### src/rtl/automata_stage_pkg.sv
// rtl/automata_stage_pkg.sv - shared constants and helpers for the automata report stage
package automata_stage_pkg;

    localparam int SYMBOL_W_DEF   = 8;
    localparam int FIFO_DEPTH_DEF = 8;
    localparam int OFFSET_W_DEF   = 32;
    localparam int DROP_COUNT_W   = 16;
    localparam int REPORT_COUNT_W = 32;

    // Pointer width for a power-of-two depth; never below one bit.
    function automatic int ptr_width(input int depth);
        int w;
        w = 0;
        while ((1 << w) < depth) begin
            w = w + 1;
        end
        return (w < 1) ? 1 : w;
    endfunction

endpackage

### src/rtl/automata_report_fifo.sv
// rtl/automata_report_fifo.sv - first-word-fall-through FIFO with occupancy count
module automata_report_fifo
    import automata_stage_pkg::*;
#(
    parameter int DATA_W = 8,
    parameter int DEPTH  = FIFO_DEPTH_DEF
) (
    input  logic              clk,
    input  logic              reset,
    input  logic              push,
    input  logic [DATA_W-1:0] push_data,
    input  logic              pop,
    output logic [DATA_W-1:0] pop_data,
    output logic              full,
    output logic              empty
);

    localparam int PTR_W = ptr_width(DEPTH);

    logic [DATA_W-1:0] mem [DEPTH];
    logic [PTR_W-1:0]  wr_ptr;
    logic [PTR_W-1:0]  rd_ptr;
    logic [PTR_W:0]    count;
    logic              do_push;
    logic              do_pop;

    assign empty   = (count == '0);
    assign full    = (count == (PTR_W+1)'(DEPTH));
    assign do_pop  = pop && !empty;
    assign do_push = push && (!full || do_pop);

    // Head reads as zero while empty so the outputs never expose stale entries.
    assign pop_data = empty ? '0 : mem[rd_ptr];

    always_ff @(posedge clk) begin
        if (do_push) begin
            mem[wr_ptr] <= push_data;
        end
    end

    always_ff @(posedge clk) begin
        if (reset) begin
            wr_ptr <= '0;
            rd_ptr <= '0;
            count  <= '0;
        end else begin
            if (do_push) begin
                wr_ptr <= wr_ptr + 1'b1;
            end
            if (do_pop) begin
                rd_ptr <= rd_ptr + 1'b1;
            end
            case ({do_push, do_pop})
                2'b10:   count <= count + 1'b1;
                2'b01:   count <= count - 1'b1;
                default: count <= count;
            endcase
        end
    end

endmodule

### src/rtl/automata_stage_report_buffer.sv
// rtl/automata_stage_report_buffer.sv - symbol pipeline stage with tagged report FIFO; AUTOMATA_STAGE_REPORT_COUNT_EN enables report_count
module automata_stage_report_buffer
    import automata_stage_pkg::*;
#(
    parameter int SYMBOL_W             = SYMBOL_W_DEF,
    parameter int NUM_AUTOMATA         = 7,
    parameter int REPORTS_PER_AUTOMATA = 4,
    parameter int FIFO_DEPTH           = FIFO_DEPTH_DEF,
    parameter int OFFSET_W             = OFFSET_W_DEF
) (
    input  logic                                         clk,
    input  logic                                         reset,
    input  logic                                         run,
    input  logic [SYMBOL_W-1:0]                          top_symbols,
    input  logic [NUM_AUTOMATA*REPORTS_PER_AUTOMATA-1:0] report_in,
    output logic [SYMBOL_W-1:0]                          out_symbols,
    output logic                                         out_run,
    output logic                                         out_reset,
    output logic                                         report_valid,
    input  logic                                         report_ready,
    output logic [NUM_AUTOMATA*REPORTS_PER_AUTOMATA-1:0] report_vector,
    output logic [OFFSET_W-1:0]                          report_offset,
    output logic                                         overflow,
    output logic [DROP_COUNT_W-1:0]                      drop_count,
    output logic [REPORT_COUNT_W-1:0]                    report_count
);

    localparam int REPORT_W = NUM_AUTOMATA * REPORTS_PER_AUTOMATA;
    localparam int ENTRY_W  = REPORT_W + OFFSET_W;

    logic [OFFSET_W-1:0] offset;
    logic [ENTRY_W-1:0]  head;
    logic                fifo_full;
    logic                fifo_empty;
    logic                push_req;
    logic                pop;
    logic                push_ok;
    logic                drop;

    always_ff @(posedge clk) begin
        out_reset <= reset;
        if (reset) begin
            out_symbols <= '0;
            out_run     <= 1'b0;
        end else begin
            out_run <= run;
            if (run) begin
                out_symbols <= top_symbols;
            end
        end
    end

    // The tag is the offset before this cycle's increment.
    always_ff @(posedge clk) begin
        if (reset) begin
            offset <= '0;
        end else if (run) begin
            offset <= offset + 1'b1;
        end
    end

    assign push_req = run && (report_in != '0) && !reset;
    assign pop      = report_valid && report_ready;
    assign push_ok  = push_req && (!fifo_full || pop);
    assign drop     = push_req && fifo_full && !pop;

    automata_report_fifo #(
        .DATA_W (ENTRY_W),
        .DEPTH  (FIFO_DEPTH)
    ) u_fifo (
        .clk       (clk),
        .reset     (reset),
        .push      (push_ok),
        .push_data ({report_in, offset}),
        .pop       (pop),
        .pop_data  (head),
        .full      (fifo_full),
        .empty     (fifo_empty)
    );

    assign report_valid  = !fifo_empty;
    assign report_vector = head[ENTRY_W-1:OFFSET_W];
    assign report_offset = head[OFFSET_W-1:0];

    always_ff @(posedge clk) begin
        if (reset) begin
            overflow   <= 1'b0;
            drop_count <= '0;
        end else if (drop) begin
            overflow <= 1'b1;
            if (drop_count != '1) begin
                drop_count <= drop_count + 1'b1;
            end
        end
    end

`ifdef AUTOMATA_STAGE_REPORT_COUNT_EN
    logic [REPORT_COUNT_W-1:0] report_count_q;

    always_ff @(posedge clk) begin
        if (reset) begin
            report_count_q <= '0;
        end else if (push_ok && report_count_q != '1) begin
            report_count_q <= report_count_q + 1'b1;
        end
    end

    assign report_count = report_count_q;
`else
    assign report_count = '0;
`endif

endmodule

### config.mk
export PLATFORM = sky130hd
export DESIGN_NAME = automata_stage_report_buffer
export DESIGN_NICKNAME = d
export VERILOG_FILES = /design/src/rtl/automata_stage_pkg.sv /design/src/rtl/automata_report_fifo.sv /design/src/rtl/automata_stage_report_buffer.sv
export SDC_FILE = /design/constraint.sdc
export NUM_CORES = 1
export LEC_CHECK = 0
export BUFFER_PORTS_ARGS = -buffer_cell sky130_fd_sc_hd__buf_4
export CAP_MARGIN = 20
export CORE_ASPECT_RATIO = 1.25
export CORE_MARGIN = 5
export CORE_UTILIZATION = 59
export CTS_BUF_LIST = sky130_fd_sc_hd__clkbuf_8
export DETAILED_ROUTE_END_ITERATION = 16
export GPL_ROUTABILITY_DRIVEN = 0
export PLACE_DENSITY = 0.78
export SLEW_MARGIN = 15
export SYNTH_ARGS = -nofsm -noshare
export SYNTH_HDL_FRONTEND = slang
export SYNTH_SLANG_ARGS = --single-unit
### constraint.sdc
create_clock -name clk -period 9.01 [get_ports clk]
set_input_delay 0 -clock clk [delete_from_list [all_inputs] [get_ports clk]]
set_output_delay 0 -clock clk [all_outputs]
set_load 0.03 [all_outputs]
# == Word level (Yosys, flattened, before mapping) ==
# Memory sizes are Yosys's and may differ from the RTL's. A register that Yosys moved wholly into a read port is not among the register bits.
# Index checks and enable logic that the tools add are counted.
# op_classes
add_sub_neg,6
eq_ne,4
mux,6
n_reduce_logical,18
# op_table
operator,count
60-bit two-way mux,1
"32-bit by 1-bit adder with 32-bit output, second input constant",1
28-bit nonzero test,1
"16-bit by 1-bit adder with 16-bit output, second input constant",1
"16-bit != test, second input constant",1
1-bit logical AND,8
4-bit one-hot mux with 2 select lines,1
"3-bit by 1-bit adder with 3-bit output, second input constant",2
3-bit two-way mux,2
"4-bit by 1-bit adder with 4-bit output, second input constant",1
"4-bit == test, second input constant",1
1-bit zero test,4
4-bit zero test,1
"4-bit by 1-bit subtractor with 4-bit output, second input constant",1
"2-bit by 1-bit == test with 1-bit output, second input constant",1
"2-bit == test, second input constant",1
1-bit logical OR,2
1-bit two-way mux,2
2-bit AND reduction,1
2-bit nonzero test,1
# word_totals
word_cells,44
ramBits,480
mem_count,1
register_bits,69
output_inout_bits,120
input_bits,40
# mem_list
memory,words,word_bits,rd,rd_clocked_by_memory_dff,wr,line_no,text
u_fifo.mem,8,60,1,1,1,automata_report_fifo.sv:20,logic [DATA_W-1:0] mem [DEPTH];

# == Logic depth before layout (Yosys ltp) ==
# Gate-level depths: netlist (run 1).
# depth
ltp_word,8
depth_mapped,11
mapped_depth_nobuf,11

# == Modules after synthesis ==
# Synthesis (run 1) repeated with hierarchy kept, for this count alone.
# unflattened
hier_cells,1187
hier_area_um2,21810.9
# modules_own_cells
module,seq_area_each_um2,cells_per_inst,n_inst,area_per_inst_um2
automata_report_fifo,14674.1,842,1,18855.6
automata_stage_report_buffer,1181.1,345,1,2955.3

# == Worst setup path after synthesis (run 1) ==
# Ideal clock, no wire load.
# synth_path
path_kind,reg2reg
from,register u_fifo.count[1]
to,memory u_fifo.mem[2][0] in the netlist's numbering (enable)
setup_time_ns,0.647
n_path_buf,1
period_less_slack_ns,8.149
stages_incl_launch_ff,6
path_slack_ns,0.861
t_required_ns,8.363
arrival_time_ns,7.502
cell_sequence,dfxtp_1 buf_2 nor3_2 a221oi_1 inv_2 nor4b_1
# synth_between
elab_chain_len,8
word_cells_on_any_way,12
cone_classes,eq/ne (1); mux (2); reduce/logical (9)
# synth_lines
element,line_no,text
from (decl),automata_report_fifo.sv:23,logic [PTR_W:0] count;
from (signal assigned),automata_report_fifo.sv:54,2'b10: count <= count + 1'b1;
from (signal assigned),automata_report_fifo.sv:55,2'b01: count <= count - 1'b1;
from (signal assigned),automata_report_fifo.sv:56,default: count <= count;
4-bit zero test,automata_report_fifo.sv:27,assign empty = (count == '0);
1-bit zero test,"automata_report_fifo.sv:29, automata_stage_report_buffer.sv:81",
1-bit logical AND,automata_stage_report_buffer.sv:63,assign pop = report_valid && report_ready;
1-bit logical OR or 1-bit logical AND (tied branches),"automata_stage_report_buffer.sv:64, automata_report_fifo.sv:29",
1-bit logical AND or 1-bit logical OR (tied branches),"automata_stage_report_buffer.sv:64, automata_report_fifo.sv:30",
1-bit logical AND *,automata_report_fifo.sv:30,assign do_push = push && (!full || do_pop);
1-bit two-way mux *,automata_report_fifo.sv:36,if (do_push) begin
1-bit two-way mux (implied by the code) *,automata_report_fifo.sv:37,mem[wr_ptr] <= push_data;
to (decl),automata_report_fifo.sv:20,
# Every way passes the cells marked *; elsewhere a longest branch is shown, timed or not.

==> results of run 1 <==
[synth_stat cells (4+ instances only)]
master	count	area [µm²]
clkbuf_1	33	124
o31ai_1	6	45.0
mux2_2	4	45.0
mux2i_1	73	731
buf_1	12	45.0
nor3_1	12	60.1
nand4_1	11	68.8
buf_4	33	248
or3_1	10	62.6
inv_1	10	37.5
nand3_1	12	60.1
and3_1	6	37.5
and4_1	5	43.8
mux4_2	120	2700
nor2b_1	8	50.1
buf_2	12	60.1
nand2_1	22	82.6
o21ai_0	10	50.1
xor2_1	8	70.1
nor4_1	20	125
a21oi_1	21	105
edfxtp_1	480	14400
ha_1	7	87.6
xnor2_1	23	201
or4_1	5	37.5
nor2_1	111	417
dfxtp_1	72	1440
[cell families (layout without fill, tap and decap cells)]
| group | count (synthesis) | count (layout) | share of synthesized area, % |
|---|---|---|---|
| AOI/OAI and AO/OA | 49 | 49 | 1.47 |
| xor gates and xnor gates | 31 | 31 | 1.25 |
| adders and majority gates | 7 | 7 | 0.403 |
| buffers and inverters | 101 | 353 | 2.38 |
| DFF | 552 | 552 | 72.9 |
| muxes | 197 | 197 | 16.0 |
| other | 1 | 32 | 0.0172 |
| and+or+nand+nor | 242 | 242 | 5.62 |
[critical path, stage by stage (launching register included)]
cell and delay [ns]:
dfxtp_4 0.92, buf_4 0.86, mux4_2 0.42, mux2i_1 0.24
nor2_1 0.13, buf_4 0.24
[flip-flops by register name (all words and copies together), names as in the netlist, named ones only]
register and count:
u_fifo.count 4, u_fifo.wr_ptr 3, offset 32, u_fifo.rd_ptr 3, overflow 1, u_fifo.mem 480
out_run 1, out_symbols 8, drop_count 16, out_reset 1
[worst max-delay path by stage]
stage                   endpoint  slack, ns  cells past startpoint
2_1_floorplan   u_fifo.mem[2][0]       0.86                      5
3_3_place_gp   u_fifo.mem[6][57]       5.94                      7
3_5_place_dp   u_fifo.mem[6][39]       5.90                      6
4_1_cts        report_vector[27]       5.40                      5
5_1_grt        report_vector[27]       5.35                      5
6_report       report_vector[27]       5.48                      5
[final cells by class]
class	instances	share of cell area (%)
Timing Repair Buffer	198	6.52
Multi-Input combinational cell	558	22.1
Clock buffer	89	4.87
Sequential cell	552	63.0
Tap cell	480	2.39
Inverter	11	0.164
Clock inverter	55	0.964
[routing by layer]
layer  vias to the layer above  part of all wire [%]
li1                       5075                     -
met2                       406                    52
met5                         -                     0
met4                         0                   2.3
met1                      5865                    39
met3                        69                   6.6
[cell usage in the layout (no fill, tap or decap), types with 6 or more instances in the layout]
cell           Yosys  layout
clkinv_1           0      17
mux4_2           120     120
or3_1             10      10
edfxtp_1         480     480
clkbuf_8           0      89
nand3_1           12      12
nor3_1            12       9
nor4_1            20      18
nor2b_1            8       8
and3_1             6       6
dfxtp_1           72      69
mux2i_1           73      73
inv_1             10      33
xor2_1             8       8
conb_1             1      32
xnor2_1           23      23
clkinv_2           0      10
dlygate4sd3_1      0      57
nand2_1           22      22
buf_4             33     140
nand4_1           11      11
o31ai_1            6       6
ha_1               7       7
o21ai_0           10      10
nor2_1           111     110
a21oi_1           21      21
[timing repair]
action	in CTS	in global routing
hold buffers	57	0
resized for setup	0	0
endpoints found under the hold margin	293	0
setup buffers	0	0
[through the flow]
step                instance area [µm²]  utilization, %  instances
detailed placement                23100            63.5       1742
finish                            25200            69.2       1943
floorplan                         21900               -       1211
global placement                  23100            63.5       1742
CTS                               25200            69.1       1943
global route                      25200            69.2       1943
[power by group through the flow]
stage | logic (W) | clock network (W) | registers [W]
finish | 0.00162 | 0.00181 | 0.00290
global route | 0.00174 | 0.00199 | 0.00291
CTS | 0.00165 | 0.00186 | 0.00290
detailed placement | 0.00162 | 0 | 0.00295
global placement | 0.00161 | 0 | 0.00295
floorplan | 0.00117 | 0 | 0.00289
==> results.toml, run 1 <==
[run_status]
outcome = "finished clean"

[pwr]
total_power_w = 0.00633
p_int_w = 0.00439
clkPwrFrac_pct = 28.6
switchingPower_w = 0.00194
cellLeakagePower_nw = 8.08
peakVddDrop_mv = 0.256
pwr-share-comb_pct = 25.6
p_seq_share_pct = 45.7
power.density_mw_per_mm2 = 252
swShare_pct = 30.6

[critical_path]
cp_max_fo = 66
cp-start-kind = "register"
rr_endpoint = "u_fifo.count[2]"
worst_setup_path_end_kind = "output port"
cp.required_ns = 9.01
r2r_slack_ns = 5.89
path_class = "reg2out"
r2r_cells = 10
critical_path_arrival_ns = 3.53
r2r_start = "u_fifo.count[0]"

[grt]
grt_pass1_vias = 12000
grt_pass1_wl_um = 67300
grtUsageMet3_pct = 4.00
top_usage_layer = "met2"
grt_max_degree = 90
grt-ovfl-total = 0
antenna_found_initial = 0
grt_usage_pct = 21.2
gr-usage-met1_pct = 28.2
met2_usage_pct = 35.8

[clock_tree]
cts.sinks = 552
h-tree-depth = 3
clkTransAtPathRegs_ns = 0.07
insertion_delay_ns = 0.64
cts_buffer_depth = 3
cts_tree = "yes"
clockRootBuffer = "clkbuf_8"
cts_made_buffers = 82

[floorplanning]
ios = 160
coreArea_mm2 = 0.0364
num_rows = 78
start_util_pct = 59.8
dieHeight_um = 225
die_area_mm2 = 0.0408
die_w_um = 182

[detailed_routing]
vias = 11400
dr.first_iter.drc_count = 937
drc = 0
wl_per_cell_um = 21.9
routed_wl_um = 42600
drt_pass1_iterations = 5
via_per_inst = 5.87
ant_nets = 0

[job]
max_cap_violations = 0

[cells_and_area]
seqCellArea_mm2 = 0.0159
fin_nets = 1450
fillers = 2232
multi_input_area_mm2 = 0.00556
n_antenna_cell = 0
areaGrowthSynthToFinish_pct = 15.7
final_layout_size_suffix_gt1_share_pct = 26.9

[synth]
synthCells = 1180
syn_area_mm2 = 0.0218
yosys_warnings = 0
avgSynthCellArea_um2 = 18.4
synth_cell_types = 52
synth_async_sr_flop_share_pct = 0
ys_seq_area_share_pct = 72.9
synth-seq-cells = 552
synth_ff_type = "edfxtp_1"
synth-edff-count = 480

[hold_path]
hold_start = "report_in[12]"
whs_endpoint = "u_fifo.mem[0][44]"
hold_path_depth = 2
min_path_type = "in2reg"

[place]
dpl.hpwl_um = 22600
port_buffers = 127
place_ws_ns = 5.90

[sta]
min_period_ns = 3.53
finalMaxSlewViolations = 0
worst_pin_slew_ns = 1.05
rsz0062_at_grt = "false"
fmax_mhz = 283
fin_ws_ns = 5.48
setup_violations = 0
finalSetupTns_ns = 0
hold_slack_ns = 0.157
fin_crit_sh_pct = 39.2
relSlewSlack_pct = 30.2
fin_skew_ns = 0.0319
finalHoldViolCount = 0
Note: power is estimated with default switching activity, not from simulation.
==> run 2, diff against run 1 <==
--- a/config.mk
+++ b/config.mk
@@ -5,11 +5,12 @@
 export SDC_FILE = /design/constraint.sdc
 export NUM_CORES = 1
 export LEC_CHECK = 0
+export ABC_AREA = 1
 export BUFFER_PORTS_ARGS = -buffer_cell sky130_fd_sc_hd__buf_4
 export CAP_MARGIN = 20
 export CORE_ASPECT_RATIO = 1.25
 export CORE_MARGIN = 5
-export CORE_UTILIZATION = 59
+export CORE_UTILIZATION = 56
 export CTS_BUF_LIST = sky130_fd_sc_hd__clkbuf_8
 export DETAILED_ROUTE_END_ITERATION = 16
 export GPL_ROUTABILITY_DRIVEN = 0
==> constraint.sdc (replaced) <==
create_clock -name clk -period 2.9 [get_ports clk]
set_input_delay 0 -clock clk [delete_from_list [all_inputs] [get_ports clk]]
set_output_delay 0 -clock clk [all_outputs]
set_load 0.03 [all_outputs]
==> results.toml, run 2 <==
[run_status]
outcome = "finished clean"

[sta]
relSlewSlack_pct = 34.7
finalMaxSlewViolations = 0
fin_crit_sh_pct = 96.4
finalHoldViolCount = 0
fin_skew_ns = 0.0323
setup_violations = 0
worst_pin_slew_ns = 0.978
fmax_mhz = 358
min_period_ns = 2.80
rsz0062_at_grt = "false"

[floorplanning]
dieHeight_um = 235
ios = 160
num_rows = 82
die_w_um = 190
start_util_pct = 56.7
coreArea_mm2 = 0.0401
die_area_mm2 = 0.0448

[critical_path]
r2r_cells = 7
critical-path-max-stage-delay_ns = 0.69
worst_setup_path_end_kind = "output port"
cp_slowest_cell = "buf_4"
cp_cell_sequence = "nor2_1 > nand2_1 > nor2_1 > inv_2 > buf_4 > o21ai_1 > nor2_1 > buf_4"
r2r_slack_ns = 0.67
cp_max_fo = 61
rr_endpoint = "u_fifo.mem[0][18]"
path_class = "reg2out"
critical_path.most_common_cell = "nor2_1"
r2r_start = "u_fifo.count[0]"
critical_path_arrival_ns = 2.80
cp.required_ns = 2.90
cp_top_family = "buffers and inverters"
crit_buf_inv = 3
cp-start-kind = "register"

[pwr]
peakVddDrop_mv = 0.596
power.density_mw_per_mm2 = 832
p_seq_share_pct = 40.6
clkPwrFrac_pct = 27.2
cellLeakagePower_nw = 9.10
swShare_pct = 35.3
p_int_w = 0.0142
switchingPower_w = 0.00774
pwr-share-comb_pct = 32.2

[synth]
synth.top_cells.by_count = "591 x nor2_1, 480 x edfxtp_1, 164 x o21ai_0, 124 x nand2_1, 120 x o32ai_1"
synth_xor_area_share_pct = 0.770
synth_async_sr_flop_share_pct = 0
synthAdderAreaFrac_pct = 0.385
synth-seq-cells = 552
yosys_warnings = 0
yosysTopAreaCellShare_pct = 63.3
synth_top_family_by_area = "simple AND/OR/NAND/NOR gates"
yosysMostFrequentCell = "nor2_1"
synthCells = 1972
synth_ff_type = "edfxtp_1"
ys_seq_area_share_pct = 69.7
synth-compound-area-share_pct = 10.1
syn_area_mm2 = 0.0228
synth-edff-count = 480
synthMuxAreaShare_pct = 0
synth_cell_types = 33
synth_simple_gate_area_share_pct = 14.3
ys_top_cells_by_area = "edfxtp_1 63%, nor2_1 9.7%, dfxtp_1 6.3%"
synth_top_cell_by_area = "edfxtp_1"
avgSynthCellArea_um2 = 11.5

[clock_tree]
insertion_delay_ns = 0.64
cts_tree = "yes"
clkTransAtPathRegs_ns = 0.07
cts_made_buffers = 80
clockRootBuffer = "clkbuf_8"
h-tree-depth = 3
cts.sinks = 552
cts_buffer_depth = 3

[detailed_routing]
routed_wl_um = 53800
drc = 0
wl_per_cell_um = 19.4
ant_nets = 0
via_per_inst = 5.79
drt_pass1_iterations = 7
dr.first_iter.drc_count = 1632
vias = 16000

[job]
max_cap_violations = 0

[cells_and_area]
final_layout_size_suffix_gt1_share_pct = 13.5
seqCellArea_mm2 = 0.0159
regMostFlops = "u_fifo.mem"
fillers = 2812
largest_reg_flops = 480
n_antenna_cell = 0
fin_util_pct = 65.8
final_cell_mix = "587 x nor2_1, 480 x edfxtp_1, 164 x o21ai_0"
reg_top3 = "u_fifo.mem (480), offset (32), drop_count (16)"
finalNonFillerCells = 2768
areaGrowthSynthToFinish_pct = 16.0
layout_commonest_cell = "nor2_1"
multi_input_area_mm2 = 0.00601
fin_nets = 2210

[grt]
antenna_found_initial = 0
grt_max_degree = 70
grt_pass1_wl_um = 84000
grt_pass1_vias = 16100
grt_usage_pct = 23.5
grt-ovfl-total = 0

[hold_path]
min_path_type = "in2reg"
whs_endpoint = "u_fifo.mem[0][35]"
hold_path_depth = 2
hold_start = "report_in[3]"

[place]
port_buffers = 127
dpl.hpwl_um = 29300
dp.cells = 2571
## run 2: worst register-to-register path, cell delays in order (launching register included)
cell	delay [ns]
dfxtp_1	0.40
nor2_1	0.07
nand2_1	0.12
nor3_4	0.06
inv_1	0.12
nand3_1	0.38
nor2_4	0.21
buf_4	0.48
## run 2: stage by stage
stage | setup WS (ns) | total power, W | hold WS [ns] | setup TNS, ns | instance area, µm²
floorplan | -0.992 | 0.0137 | 0.0277 | -422.64 | 22900
global placement | 0.612 | 0.0158 | 0.223 | 0 | 24200
detailed placement | 0.533 | 0.0159 | 0.227 | 0 | 24200
CTS | 0.0321 | 0.0219 | 0.118 | 0 | 26300
global route | 0.0428 | 0.0230 | 0.137 | 0 | 26400
finish | 0.104 | 0.0220 | 0.134 | 0 | 26400
## run 2: timing repair
action	in CTS	in global routing
gates resized for setup	0	3
hold buffers	53	0
setup endpoints to repair	29	14
buffers inserted	1	2
endpoints found under the hold margin	284	0
## run 2: worst max path at each step
stage               cells past startpoint            start                 to
floorplan                               6  u_fifo.count[0]   u_fifo.mem[0][0]
global placement                        8              run  u_fifo.mem[0][40]
detailed placement                      8              run  u_fifo.mem[0][37]
CTS                                     7         register   report_vector[0]
global route                            8  u_fifo.count[0]   report_vector[0]
finish                                  8  u_fifo.count[0]  report_offset[21]
## run 2: cells by family after synthesis
family,after synthesis
buf+inv,218
simple gates,804
other cells,1
fa+ha+maj,7
xor+xnor,20
flops,552
compound gates,370
## run 2: power groups by stage
stage	clock, W	sequential (W)	combinational (W)
after detailed placement	0	0.00916	0.00678
after global placement	0	0.00915	0.00662
after CTS	0.00603	0.00896	0.00694
after floorplan	0	0.00898	0.00473
final	0.00596	0.00892	0.00707
after global routing	0.00640	0.00893	0.00763
## run 2: area by class of cell
class	count	area share, %
sequential	552	60.1
multi-input combinational	1233	22.8
timing repair buffer	222	7.64
clock buffer	84	4.38
tap	546	2.59
clock inverter	57	1.40
inverter	74	1.10
## run 2: routing by layer
metal,GRT usage [%],wire length [µm],vias to the layer above
met1,28.8,19800,7806
met2,41.0,27700,754
met5,0,0,-
li1,-,-,7340
met3,3.77,4340,124
met4,10.6,1920,0
==> run 3, diff against run 2 <==
--- a/config.mk
+++ b/config.mk
@@ -8,13 +8,15 @@
 export ABC_AREA = 1
 export BUFFER_PORTS_ARGS = -buffer_cell sky130_fd_sc_hd__buf_4
 export CAP_MARGIN = 20
+export CELL_PAD_IN_SITES_DETAIL_PLACEMENT = 0
+export CELL_PAD_IN_SITES_GLOBAL_PLACEMENT = 1
 export CORE_ASPECT_RATIO = 1.25
 export CORE_MARGIN = 5
-export CORE_UTILIZATION = 56
+export CORE_UTILIZATION = 46
 export CTS_BUF_LIST = sky130_fd_sc_hd__clkbuf_8
 export DETAILED_ROUTE_END_ITERATION = 16
 export GPL_ROUTABILITY_DRIVEN = 0
-export PLACE_DENSITY = 0.78
+export PLACE_DENSITY_LB_ADDON = 0.1
 export SLEW_MARGIN = 15
 export SYNTH_ARGS = -nofsm -noshare
 export SYNTH_HDL_FRONTEND = slang
==> results.toml, run 3 (same netlist as run 2, synthesis figures left out) <==
[critical_path]
cp-start-kind = "register"
r2r_start = "u_fifo.count[0]"
r2r_cells = 8
path_class = "reg2out"
cp_max_fo = 51
cp.required_ns = 2.90
worst_setup_path_end_kind = "output port"
r2r_slack_ns = 0.34
rr_endpoint = "u_fifo.mem[2][49]"
critical_path_arrival_ns = 2.69

[sta]
fmax_mhz = 371
rsz0062_at_grt = "false"
finalHoldViolCount = 0
min_period_ns = 2.69
worst_pin_slew_ns = 1.05
fin_skew_ns = 0.0289
finalMaxSlewViolations = 0
fin_crit_sh_pct = 92.9
relSlewSlack_pct = 30.0
setup_violations = 0
fin_ws_ns = 0.205
finalSetupTns_ns = 0

[detailed_routing]
drc = 0
dr.first_iter.drc_count = 855
via_per_inst = 5.31
vias = 15300
wl_per_cell_um = 19.5
routed_wl_um = 56200
ant_nets = 0
drt_pass1_iterations = 6

[cells_and_area]
areaGrowthSynthToFinish_pct = 17.3
final_cell_mix = "587 x nor2_1, 480 x edfxtp_1, 164 x o21ai_0"
reg_top3 = "u_fifo.mem (480), offset (32), drop_count (16)"
regMostFlops = "u_fifo.mem"
fillers = 4243
layout_commonest_cell = "nor2_1"
largest_reg_flops = 480
fin_nets = 2215
final_layout_size_suffix_gt1_share_pct = 13.8

[floorplanning]
die_w_um = 209
ios = 160
start_util_pct = 46.3
dieHeight_um = 259
coreArea_mm2 = 0.0492
die_area_mm2 = 0.0540
num_rows = 91

[grt]
grt_pass1_wl_um = 87000
grt_max_degree = 95
grt_pass1_vias = 15300
grt-ovfl-total = 0
grt_usage_pct = 20.5
antenna_found_initial = 1

[run_status]
outcome = "finished clean"

[hold_path]
hold_start = "report_in[9]"
hold_path_depth = 2
min_path_type = "in2reg"
whs_endpoint = "u_fifo.mem[6][41]"

[clock_tree]
clkTransAtPathRegs_ns = 0.06
h-tree-depth = 3
cts_buffer_depth = 3
clockRootBuffer = "clkbuf_8"
cts.sinks = 552
cts_tree = "yes"
insertion_delay_ns = 0.67
cts_made_buffers = 88

[place]
place_ws_ns = 0.317
port_buffers = 127
dpl.hpwl_um = 30300

[pwr]
power.density_mw_per_mm2 = 838
peakVddDrop_mv = 0.390
cellLeakagePower_nw = 9.19

[job]
max_cap_violations = 0
-- run 3: cell count changes in the layout (fill, tap and decap cells not counted), moves of 2 or more --
cell,before,now
buf_4,152,147
buf_12,14,18
clkbuf_8,84,94
inv_1,89,96
clkinv_1,20,18
-- run 3: worst max path at each step --
stage / startpoint / slack, ns / endpoint / depth (start not counted)
after global placement: report_in[7] / 0.32 / u_fifo.count[2] / 18
after CTS: register / 0.04 / report_offset[23] / 6
after global routing: register / 0.01 / report_offset[18] / 7
after detailed placement: report_in[7] / 0.32 / u_fifo.count[2] / 18
after floorplan: u_fifo.count[0] / -0.99 / u_fifo.mem[0][0] / 6
final: register / 0.21 / report_offset[14] / 7
-- run 3: per-stage QoR --
step | utilization (%) | total power, W | std cells | hold WS (ns) | area (µm²)
after global placement | 49.7 | 0.0161 | 2675 | 0.223 | 24400
after CTS | 54.2 | 0.0226 | 2886 | 0.0763 | 26700
final | 54.2 | 0.0223 | 2888 | 0.129 | 26700
after global routing | 54.2 | 0.0236 | 2888 | 0.0955 | 26700
after floorplan | - | 0.0137 | 2003 | 0.0277 | 22900
after detailed placement | 49.7 | 0.0161 | 2675 | 0.230 | 24400
-- run 3: routing by layer --
metal  routed length [µm]  track usage (%)
met5                    0                0
met4                  868             5.48
met3                 2580             3.73
met2                28700             36.2
met1                24000             26.2
-- run 3: repair_timing --
action | CTS | global route
setup buffers | 0 | 1
cloned | 0 | 0
endpoints found under the setup margin | 3 | 18
gates resized for setup | 1 | 0
hold buffers | 53 | 0
endpoints found under the hold margin | 284 | 0
-- run 3: final cells by class --
cell class                 count  area (µm²)  share of cell area [%]
sequential                   552       15900                    59.5
multi-input combinational   1233        6010                    22.5
timing repair buffer         219        2010                    7.53
clock buffer                  94        1290                    4.85
tap                          651         815                    3.05
clock inverter                64         402                    1.51
inverter                      74         287                    1.07
antenna                        1        2.50                 0.00938
-- run 3: power breakdown --
| part | internal (W) | total (W) | leakage, nW | switching, W |
|---|---|---|---|---|
| sequential | 0.00873 | 0.00895 | 4.76 | 0.000223 |
| combinational | 0.00235 | 0.00700 | 3.47 | 0.00465 |
| clock | 0.00343 | 0.00640 | 0.955 | 0.00296 |
| total | 0.0145 | 0.0223 | 9.19 | 0.00783 |
-- run 3: critical path, cell delays in order (launching register included) --
cell and delay (ns):
dfxtp_4 0.47, inv_8 0.32, buf_4 0.37, nor2_1 0.07, o32ai_1 0.22, nor2_1 0.08, nor2_1 0.25, buf_4 0.21
